[src/rtl/irrigation_pkg.sv]
// Shared types and constants for the multi-zone irrigation controller.
// Scheduler states and tank level encodings.
package irrigation_pkg;

    typedef enum logic [1:0] {
        IDLE     = 2'd0,
        WATER    = 2'd1,
        COOLDOWN = 2'd2
    } state_t;

    localparam logic [1:0] LVL_EMPTY = 2'b00;
    localparam logic [1:0] LVL_LOW   = 2'b01;
    localparam logic [1:0] LVL_MID   = 2'b10;
    localparam logic [1:0] LVL_FULL  = 2'b11;

endpackage

[src/rtl/zone_arbiter.sv]
// Combinational round-robin pick over the zone request vector.
// The search starts at ptr and wraps modulo N_ZONES.
module zone_arbiter #(
    parameter  int N_ZONES = 4,
    localparam int IW      = (N_ZONES > 1) ? $clog2(N_ZONES) : 1
) (
    input  logic [N_ZONES-1:0] req,
    input  logic [IW-1:0]      ptr,
    output logic [IW-1:0]      grant,
    output logic               valid
);

    logic [2*N_ZONES-1:0] dbl;
    logic [N_ZONES-1:0]   rot;
    logic [IW-1:0]        off;
    logic [IW:0]          sum;

    always_comb begin
        dbl = {req, req} >> ptr;
        rot = dbl[N_ZONES-1:0];
        off = '0;
        // Walk downwards so the smallest offset from ptr wins.
        for (int i = N_ZONES - 1; i >= 0; i--) begin
            if (rot[i]) off = IW'(i);
        end
        sum = {1'b0, ptr} + {1'b0, off};
        if (sum >= (IW+1)'(N_ZONES)) sum = sum - (IW+1)'(N_ZONES);
        grant = sum[IW-1:0];
        valid = |req;
    end

endmodule

[src/rtl/irrigation_ctrl.sv]
// Multi-zone irrigation scheduler with tank pump control.
// One zone is watered at a time; the pump latches a fault on timeout.
module irrigation_ctrl
    import irrigation_pkg::*;
#(
    parameter int N_ZONES      = 4,
    parameter int MOIST_W      = 8,
    parameter int DRY_TH       = 64,
    parameter int WET_TH       = 128,
    parameter int MAX_ON       = 16,
    parameter int GAP          = 4,
    parameter int PUMP_TIMEOUT = 64
) (
    input  logic                       CLK,
    input  logic                       Reset,
    input  logic [N_ZONES*MOIST_W-1:0] Moisture_sensor,
    input  logic [1:0]                 Water_sensor,
    input  logic                       Enable,
    output logic                       Pump,
    output logic [N_ZONES-1:0]         Sprinkler,
    output logic                       Busy,
    output logic                       Fault
);

    localparam int IW = (N_ZONES > 1) ? $clog2(N_ZONES) : 1;
    localparam int OW = (MAX_ON > 0) ? $clog2(MAX_ON + 1) : 1;
    localparam int GW = (GAP > 0) ? $clog2(GAP + 1) : 1;
    localparam int PW = (PUMP_TIMEOUT > 0) ? $clog2(PUMP_TIMEOUT + 1) : 1;

    state_t             state;
    logic [IW-1:0]      ptr;
    logic [IW-1:0]      zone;
    logic [OW-1:0]      on_cnt;
    logic [GW-1:0]      gap_cnt;
    logic [PW-1:0]      pump_cnt;
    logic [N_ZONES-1:0] req;
    logic [MOIST_W-1:0] cur_moist;
    logic [IW-1:0]      grant;
    logic               grant_valid;
    logic               stop;
    logic               on_last;
    logic               gap_last;
    logic               pump_last;
    logic               level_empty;

    always_comb begin
        req       = '0;
        cur_moist = '0;
        for (int i = 0; i < N_ZONES; i++) begin
            req[i] = Moisture_sensor[i*MOIST_W +: MOIST_W] < MOIST_W'(DRY_TH);
            if (zone == IW'(i)) cur_moist = Moisture_sensor[i*MOIST_W +: MOIST_W];
        end
    end

    zone_arbiter #(
        .N_ZONES(N_ZONES)
    ) u_arb (
        .req  (req),
        .ptr  (ptr),
        .grant(grant),
        .valid(grant_valid)
    );

    assign level_empty = (Water_sensor == LVL_EMPTY);
    assign on_last     = on_cnt >= OW'(MAX_ON - 1);
    assign gap_last    = gap_cnt >= GW'(GAP - 1);
    assign pump_last   = pump_cnt >= PW'(PUMP_TIMEOUT - 1);
    assign stop        = (cur_moist >= MOIST_W'(WET_TH)) || on_last
                         || level_empty || !Enable;

    // Timeout beats a full tank on the same edge.
    always_ff @(posedge CLK or negedge Reset) begin
        if (!Reset) begin
            Pump     <= 1'b0;
            Fault    <= 1'b0;
            pump_cnt <= '0;
        end else begin
            if (!Pump) pump_cnt <= '0;
            else if (pump_cnt != PW'(PUMP_TIMEOUT)) pump_cnt <= pump_cnt + PW'(1);
            if (Fault) begin
                Pump <= 1'b0;
            end else if (Pump && pump_last) begin
                Fault <= 1'b1;
                Pump  <= 1'b0;
            end else if (Water_sensor == LVL_FULL) begin
                Pump <= 1'b0;
            end else if (Water_sensor == LVL_EMPTY || Water_sensor == LVL_LOW) begin
                Pump <= 1'b1;
            end
        end
    end

    always_ff @(posedge CLK or negedge Reset) begin
        if (!Reset) begin
            state     <= IDLE;
            Sprinkler <= '0;
            Busy      <= 1'b0;
            ptr       <= '0;
            zone      <= '0;
            on_cnt    <= '0;
            gap_cnt   <= '0;
        end else begin
            unique case (state)
                IDLE: begin
                    if (Enable && !level_empty && grant_valid) begin
                        state     <= WATER;
                        Sprinkler <= N_ZONES'(1) << grant;
                        Busy      <= 1'b1;
                        zone      <= grant;
                        on_cnt    <= '0;
                        ptr       <= (grant == IW'(N_ZONES - 1)) ? '0 : grant + IW'(1);
                    end
                end
                WATER: begin
                    if (stop) begin
                        state     <= COOLDOWN;
                        Sprinkler <= '0;
                        gap_cnt   <= '0;
                    end else if (on_cnt != OW'(MAX_ON)) begin
                        on_cnt <= on_cnt + OW'(1);
                    end
                end
                COOLDOWN: begin
                    if (gap_last) begin
                        state <= IDLE;
                        Busy  <= 1'b0;
                    end else if (gap_cnt != GW'(GAP)) begin
                        gap_cnt <= gap_cnt + GW'(1);
                    end
                end
                default: begin
                    state     <= IDLE;
                    Sprinkler <= '0;
                    Busy      <= 1'b0;
                end
            endcase
        end
    end

endmodule

[config.mk]
export PLATFORM = sky130hd
export DESIGN_NAME = irrigation_ctrl
export DESIGN_NICKNAME = d
export VERILOG_FILES = /design/src/rtl/irrigation_pkg.sv /design/src/rtl/zone_arbiter.sv /design/src/rtl/irrigation_ctrl.sv
export SDC_FILE = /design/constraint.sdc
export NUM_CORES = 1
export LEC_CHECK = 0
export CORE_AREA = 4 4 69 71
export CTS_BUF_LIST = sky130_fd_sc_hd__clkbuf_16
export CTS_CLUSTER_SIZE = 40
export DETAILED_ROUTE_END_ITERATION = 8
export DIE_AREA = 0 0 73 75
export PLACE_DENSITY = 0.73
export SYNTH_ARGS = -nofsm -noshare
export SYNTH_HDL_FRONTEND = slang
export SYNTH_SLANG_ARGS = --single-unit
export TNS_END_PERCENT = 100
[constraint.sdc]
create_clock -name CLK -period 3.28 [get_ports CLK]
set_input_delay 0.82 -clock CLK [delete_from_list [all_inputs] [get_ports CLK]]
set_output_delay 0.82 -clock CLK [all_outputs]
set_load 0.1 [all_outputs]
==> results of run 1 <==
## layer usage
metal | GRT usage | vias up | wire length [µm]
li1 | - | 605 | -
met1 | 0.159 | 567 | 1350
met2 | 0.208 | 12 | 1390
met3 | 0.0347 | 2 | 102
met4 | 0.0307 | 0 | 22
met5 | 0 | - | 0
## logic make-up after synthesis
logic type / count (synthesis) / synth area share
compound gates: 31 / 0.127
flops: 28 / 0.428
buf+inv: 17 / 0.0474
simple gates: 51 / 0.180
fa+ha+maj: 14 / 0.105
mux: 11 / 0.0802
xor+xnor: 6 / 0.0321
## power by group through the flow
stage               Clock (mW)  Sequential (mW)  Combinational (mW)
finish                   0.273            0.539               0.614
global route             0.303            0.560               0.689
CTS                      0.285            0.540               0.624
detailed placement           0            0.546               0.622
global placement             0            0.542               0.609
floorplan                    0            0.657               0.333
## final cells by class
| type | instances | area [µm²] | share of cell area |
|---|---|---|---|
| Sequential cell | 28 | 701 | 0.350 |
| Clock inverter | 1 | 3.75 | 0.00188 |
| Multi-Input combinational cell | 113 | 860 | 0.430 |
| Tap cell | 52 | 65.1 | 0.0325 |
| Clock buffer | 3 | 75.1 | 0.0375 |
| Timing Repair Buffer | 29 | 248 | 0.124 |
| Inverter | 13 | 48.8 | 0.0244 |
## synth_stat cells, types with 2 or more instances
cell	n
a21o_1	2
a21oi_1	5
and2_1	6
and3_1	2
dfrtp_1	28
ha_1	13
inv_1	13
mux2_2	2
mux2i_1	6
nand2_1	11
nand2b_1	3
nand3_1	4
nor2_1	9
nor2b_1	2
nor3_1	2
o21ai_0	12
o31ai_1	2
or3_1	2
xnor2_1	6
## worst max-delay path by stage
stage	from	to	slack (ns)	cells past startpoint
after CTS	Moisture_sensor[23]	ptr[1]$_DFFE_PN0P_	0.16	11
after global routing	Moisture_sensor[23]	ptr[1]$_DFFE_PN0P_	0.04	11
after floorplan	Moisture_sensor[15]	ptr[1]$_DFFE_PN0P_	0.40	10
final	Moisture_sensor[23]	ptr[1]$_DFFE_PN0P_	0.17	11
after global placement	Moisture_sensor[23]	ptr[1]$_DFFE_PN0P_	-0.08	11
after detailed placement	Moisture_sensor[23]	ptr[1]$_DFFE_PN0P_	-0.11	11
## metrics by stage
step / hold WS [ns] / setup slack (ns)
floorplan: 0.457 / 0.397
global placement: 0.473 / -0.0844
detailed placement: 0.474 / -0.108
CTS: 0.492 / 0.161
global route: 0.531 / 0.0391
finish: 0.481 / 0.171
## state kept, by name (all words and copies together) (netlist names), 2 cells and up
| signal | count |
|---|---|
| pump_cnt | 7 |
| zone | 2 |
| gap_cnt | 3 |
| Sprinkler | 4 |
| on_cnt | 5 |
| ptr | 2 |
| state | 2 |
## critical path: stages
cell	delay, ns
clkdlybuf4s50_1	0.50
nor2_1	0.07
mux2_2	0.27
o21ai_0	0.14
a21bo_2	0.23
a32o_1	0.20
ha_1	0.18
xnor2_1	0.19
inv_1	0.08
ha_1	0.28
mux2_1	0.27
==> impl_metrics.py, run 1 <==
metrics = {
    "final_layout": {
        "final_layout_size_suffix_gt1_frac": 0.171,
        "fin_cells": 239,
        "final_common_cell": "dfrtp_1",
        "most-common-layout-cells": "dfrtp_1 (28), buf_4 (17), inv_1 (13), ha_1 (13)",
        "final_area_um2": 2000,
        "nets": 238,
        "diodes": 0,
        "utilization": 0.473,
        "nFillCells": 404,
        "area_growth_pct": 22.2,
    },
    "synth": {
        "syn_area_um2": 1640,
        "ys.flop_type": "dfrtp_1",
        "synth_top_cell_area_share": 0.428,
        "synth_top_cell_by_area": "dfrtp_1",
        "yosysWarnings": 0,
        "async_reset_ff_frac": 1.00,
        "ys_top_cells_by_area": "dfrtp_1 (43%), ha_1 (9.9%), mux2i_1 (3.7%)",
        "syn_nets": 208,
        "synth_edf_count": 0,
        "synth_seq_area_share": 0.428,
        "yosys_register_bits": 28,
        "synth_cells": 158,
        "yosysUniqueCellTypes": 47,
        "synth.avg_cell_area_um2": 10.4,
    },
    "clock_network": {
        "cts.clk_slew.worst_paths_ns": 0.06,
        "cts_buffer_depth": 2,
        "clock_latency_ns": 0.26,
        "cts_tree": "done",
        "cts_resized": 0,
        "cts.sinks": 28,
        "cts_hold_buf": 0,
        "post_cts_buffers": 0,
        "cts_made_buffers": 3,
        "htreeDepth": 1,
        "root_buffer": "clkbuf_16",
    },
    "place": {
        "port-buffer-count": 19,
        "dp.cells": 235,
        "globalplace.congestion": 0.754,
        "dpl.hpwl_um": 2220,
        "place_area_um2": 1920,
    },
    "hold_path": {
        "hp-class": "register to register",
        "whs_endpoint": "Fault$_DFF_PN0_",
        "min_from": "Fault$_DFF_PN0_",
        "whs_path_depth": 1,
    },
    "timing": {
        "finClkSkew_ns": 0.00189,
        "relSlewSlack": 0.672,
        "worst_pin_slew_ns": 0.486,
        "maxClockFrequency_ghz": 0.322,
        "setup-violations-final": 0,
        "fin_setup_tns_ns": 0,
        "post-route-min-period_ns": 3.11,
        "hold_viol": 0,
        "rsz0062_at_grt": "false",
        "maxSlewViolCount": 0,
        "period_share": 0.948,
    },
    "global_routing": {
        "antenna_found_initial": 0,
        "grt_pass1_wl_um": 5350,
        "grt_pass1_vias": 1222,
        "grt_max_degree": 29,
        "grt_overflow": 0,
        "grt_usage": 0.124,
    },
    "worst_setup_path": {
        "crit_type": "input port to register",
        "rr_startpoint": "ptr[0]$_DFFE_PN0P_",
        "critical_path_arrival_ns": 3.25,
        "critPathLaunchType": "input port",
        "rr_endpoint": "ptr[1]$_DFFE_PN0P_",
        "end_kind": "register",
        "path_max_fanout": 3,
        "reg2reg_slack_ns": 0.66,
        "critPathRequiredTime_ns": 3.42,
        "r2r_cells": 9,
    },
    "routing": {
        "vias": 1186,
        "firstDrtPassIters": 4,
        "drc": 0,
        "detail_route.vias_per_cell": 4.96,
        "wl_per_cell_um": 12.0,
        "routed_wl_um": 2870,
        "first_iter_violations": 26,
        "ant_nets": 0,
    },
    "power_and_ir_drop": {
        "ir_drop_mv": 0.520,
        "p_switching_mw": 0.575,
        "sw_frac_of_total": 0.403,
        "p_clk_frac": 0.191,
        "pwr-share-seq": 0.378,
        "p_total_mw": 1.43,
        "leakage_nw": 0.948,
        "combPwrFrac": 0.431,
        "intPower_mw": 0.850,
        "power_density_nw_per_um2": 712,
    },
    "floorplanning": {
        "initial_core_util": 0.387,
        "core_um2": 4230,
        "die_y_um": 75,
        "die_area_um2": 5480,
        "die_w_um": 73,
        "ios": 44,
        "std_cell_rows": 24,
    },
    "run": {
        "cap_violations": 0,
    },
    "status": {
        "status": "complete, no violations",
    },
}
Power figures use the tool's default switching activity.
==> run 2, diff against run 1 <==
--- a/config.mk
+++ b/config.mk
@@ -6,12 +6,12 @@
 export NUM_CORES = 1
 export LEC_CHECK = 0
 export CORE_AREA = 4 4 69 71
-export CTS_BUF_LIST = sky130_fd_sc_hd__clkbuf_16
 export CTS_CLUSTER_SIZE = 40
 export DETAILED_ROUTE_END_ITERATION = 8
 export DIE_AREA = 0 0 73 75
-export PLACE_DENSITY = 0.73
+export DONT_BUFFER_PORTS = 1
+export PLACE_DENSITY = 0.6
 export SYNTH_ARGS = -nofsm -noshare
 export SYNTH_HDL_FRONTEND = slang
 export SYNTH_SLANG_ARGS = --single-unit
-export TNS_END_PERCENT = 100
+export TNS_END_PERCENT = 1
==> run 2 against run 1 <==
Compared with the run above: maximum frequency up 19%; largest cell class unchanged; critical path type is now register to register; design area is 12% lower; power decreased by 5.0%; core utilization decreased by 5.5 points; clock power hardly changed; first-iteration DRC count is 19% higher; worst setup slack improved by 0.49 ns; sequential power grew 27%; highest routed layer unchanged; combinational power down 35%.
==> impl_metrics.py, run 2 (synthesized netlist as in run 1, its figures left out) <==
metrics = {
    "global_routing": {
        "grt_pass1_vias": 1170,
        "top_usage_layer": "met2",
        "grt_usage": 0.118,
        "grt_use_met3": 0.0334,
        "use_met1": 0.122,
        "use_met2": 0.225,
        "grt_pass1_wl_um": 5070,
        "grt_max_degree": 29,
        "antenna_found_initial": 0,
        "grt_overflow": 0,
    },
    "final_layout": {
        "diodes": 0,
        "most-common-layout-cells": "dfrtp_1 (28), inv_1 (13), ha_1 (13)",
        "nFillCells": 404,
        "reg_top3": "pump_cnt: 7 flops, on_cnt: 5 flops, Sprinkler: 4 flops",
        "top_register": "pump_cnt",
        "largest_reg_flops": 7,
        "final_layout_size_suffix_gt1_frac": 0.118,
        "nets": 212,
        "final_common_cell": "dfrtp_1",
        "fin_cells": 213,
        "area_growth_pct": 7.95,
    },
    "place": {
        "dp.cells": 209,
        "port-buffer-count": 0,
        "globalplace.congestion": 0.798,
        "dpl.hpwl_um": 2270,
    },
    "worst_setup_path": {
        "crit_top_cell": "ha_1",
        "cp_top_family": "multiplexers",
        "reg2reg_slack_ns": 0.66,
        "cp_num_buf_inv": 1,
        "r2r_cells": 9,
        "path_max_fanout": 10,
        "end_kind": "register",
        "critPathLaunchType": "register",
        "critical_path_arrival_ns": 2.78,
        "crit_path_end": "ptr[1]$_DFFE_PN0P_",
        "critPathRequiredTime_ns": 3.44,
        "rr_startpoint": "ptr[0]$_DFFE_PN0P_",
        "slowest_stage": "dfrtp_1",
        "path_cells": "mux2_2, o21ai_0, a21bo_2, a32o_1, ha_1, xnor2_1, inv_1, ha_1, mux2_1",
        "critPathLaunch": "ptr[0]$_DFFE_PN0P_",
        "crit_cells": 9,
        "cpPeakStageDelay_ns": 0.53,
        "rr_endpoint": "ptr[1]$_DFFE_PN0P_",
        "crit_type": "register to register",
    },
    "floorplanning": {
        "ios": 44,
        "initial_core_util": 0.387,
        "die_w_um": 73,
        "die_area_um2": 5480,
        "core_um2": 4230,
        "std_cell_rows": 24,
        "die_y_um": 75,
    },
    "routing": {
        "vias": 1139,
        "detail_route.vias_per_cell": 5.35,
        "routed_wl_um": 2940,
        "firstDrtPassIters": 2,
        "wl_per_cell_um": 13.8,
        "first_iter_violations": 31,
        "ant_nets": 0,
        "drc": 0,
    },
    "clock_network": {
        "cts.sinks": 28,
        "root_buffer": "clkbuf_8",
        "clock_latency_ns": 0.28,
        "cts_resized": 0,
        "htreeDepth": 1,
        "cts_tree": "done",
        "cts_made_buffers": 3,
        "cts_hold_buf": 0,
        "post_cts_buffers": 0,
        "cts.clk_slew.worst_paths_ns": 0.10,
        "cts_buffer_depth": 2,
    },
    "timing": {
        "period_share": 0.798,
        "maxSlewViolCount": 0,
        "maxClockFrequency_ghz": 0.382,
        "post-route-min-period_ns": 2.62,
        "rsz0062_at_grt": "false",
        "finClkSkew_ns": 0.00814,
        "relSlewSlack": 0.371,
        "fin_setup_tns_ns": 0,
        "worst_pin_slew_ns": 0.944,
        "setup-violations-final": 0,
        "hold_viol": 0,
    },
    "power_and_ir_drop": {
        "power_density_nw_per_um2": 766,
        "ir_drop_mv": 0.343,
        "leakage_nw": 0.827,
    },
    "run": {
        "cap_violations": 0,
    },
    "status": {
        "status": "complete, no violations",
    },
    "hold_path": {
        "hp-class": "input port to async pin",
    },
}
run 2: how the worst min path moves through the flow:
stage | from | to | slack (ns) | depth (start not counted)
2_1_floorplan | zone[1]$_DFFE_PN0P_ | zone[1]$_DFFE_PN0P_ | 0.46 | 2
3_3_place_gp | zone[1]$_DFFE_PN0P_ | zone[1]$_DFFE_PN0P_ | 0.50 | 2
3_5_place_dp | zone[1]$_DFFE_PN0P_ | zone[1]$_DFFE_PN0P_ | 0.51 | 2
4_1_cts | Reset | pump_cnt[6]$_DFFE_PN0P_ | 0.22 | 0
5_1_grt | Reset | pump_cnt[6]$_DFFE_PN0P_ | 0.20 | 0
6_report | Reset | pump_cnt[5]$_DFFE_PN0P_ | 0.22 | 0
run 2: cell type report:
type / count / area (µm²) / area share
Tap cell: 52 / 65.1 / 0.0368
Timing Repair Buffer: 3 / 22.5 / 0.0127
Multi-Input combinational cell: 113 / 860 / 0.486
Inverter: 13 / 48.8 / 0.0276
Clock inverter: 1 / 30.0 / 0.0170
Clock buffer: 3 / 41.3 / 0.0234
Sequential cell: 28 / 701 / 0.396
run 2: through the flow:
| stage | total power, mW | hold WS, ns | area (µm²) | setup WS, ns | util |
|---|---|---|---|---|---|
| 6_report | 1.35 | 0.224 | 1770 | 0.663 | 0.418 |
| 3_5_place_dp | 1.10 | 0.512 | 1700 | 0.407 | 0.401 |
| 5_1_grt | 1.46 | 0.200 | 1770 | 0.448 | 0.418 |
| 2_1_floorplan | 0.990 | 0.457 | 1640 | 0.397 | - |
| 4_1_cts | 1.37 | 0.217 | 1770 | 0.659 | 0.418 |
| 3_3_place_gp | 1.07 | 0.497 | 1700 | 0.419 | 0.401 |
run 2: power by group:
group	leakage [nW]	internal, mW	switching, mW
clock network	0.0357	0.163	0.106
logic	0.423	0.201	0.197
registers	0.368	0.429	0.258
total	0.827	0.794	0.561
run 2: metal layers:
layer | routed length, µm | up-vias | part of all wire
met5 | 0 | - | 0
met2 | 1570 | 15 | 0.53
met1 | 1180 | 564 | 0.40
met4 | 67 | 0 | 0.023
li1 | - | 554 | -
met3 | 124 | 6 | 0.042
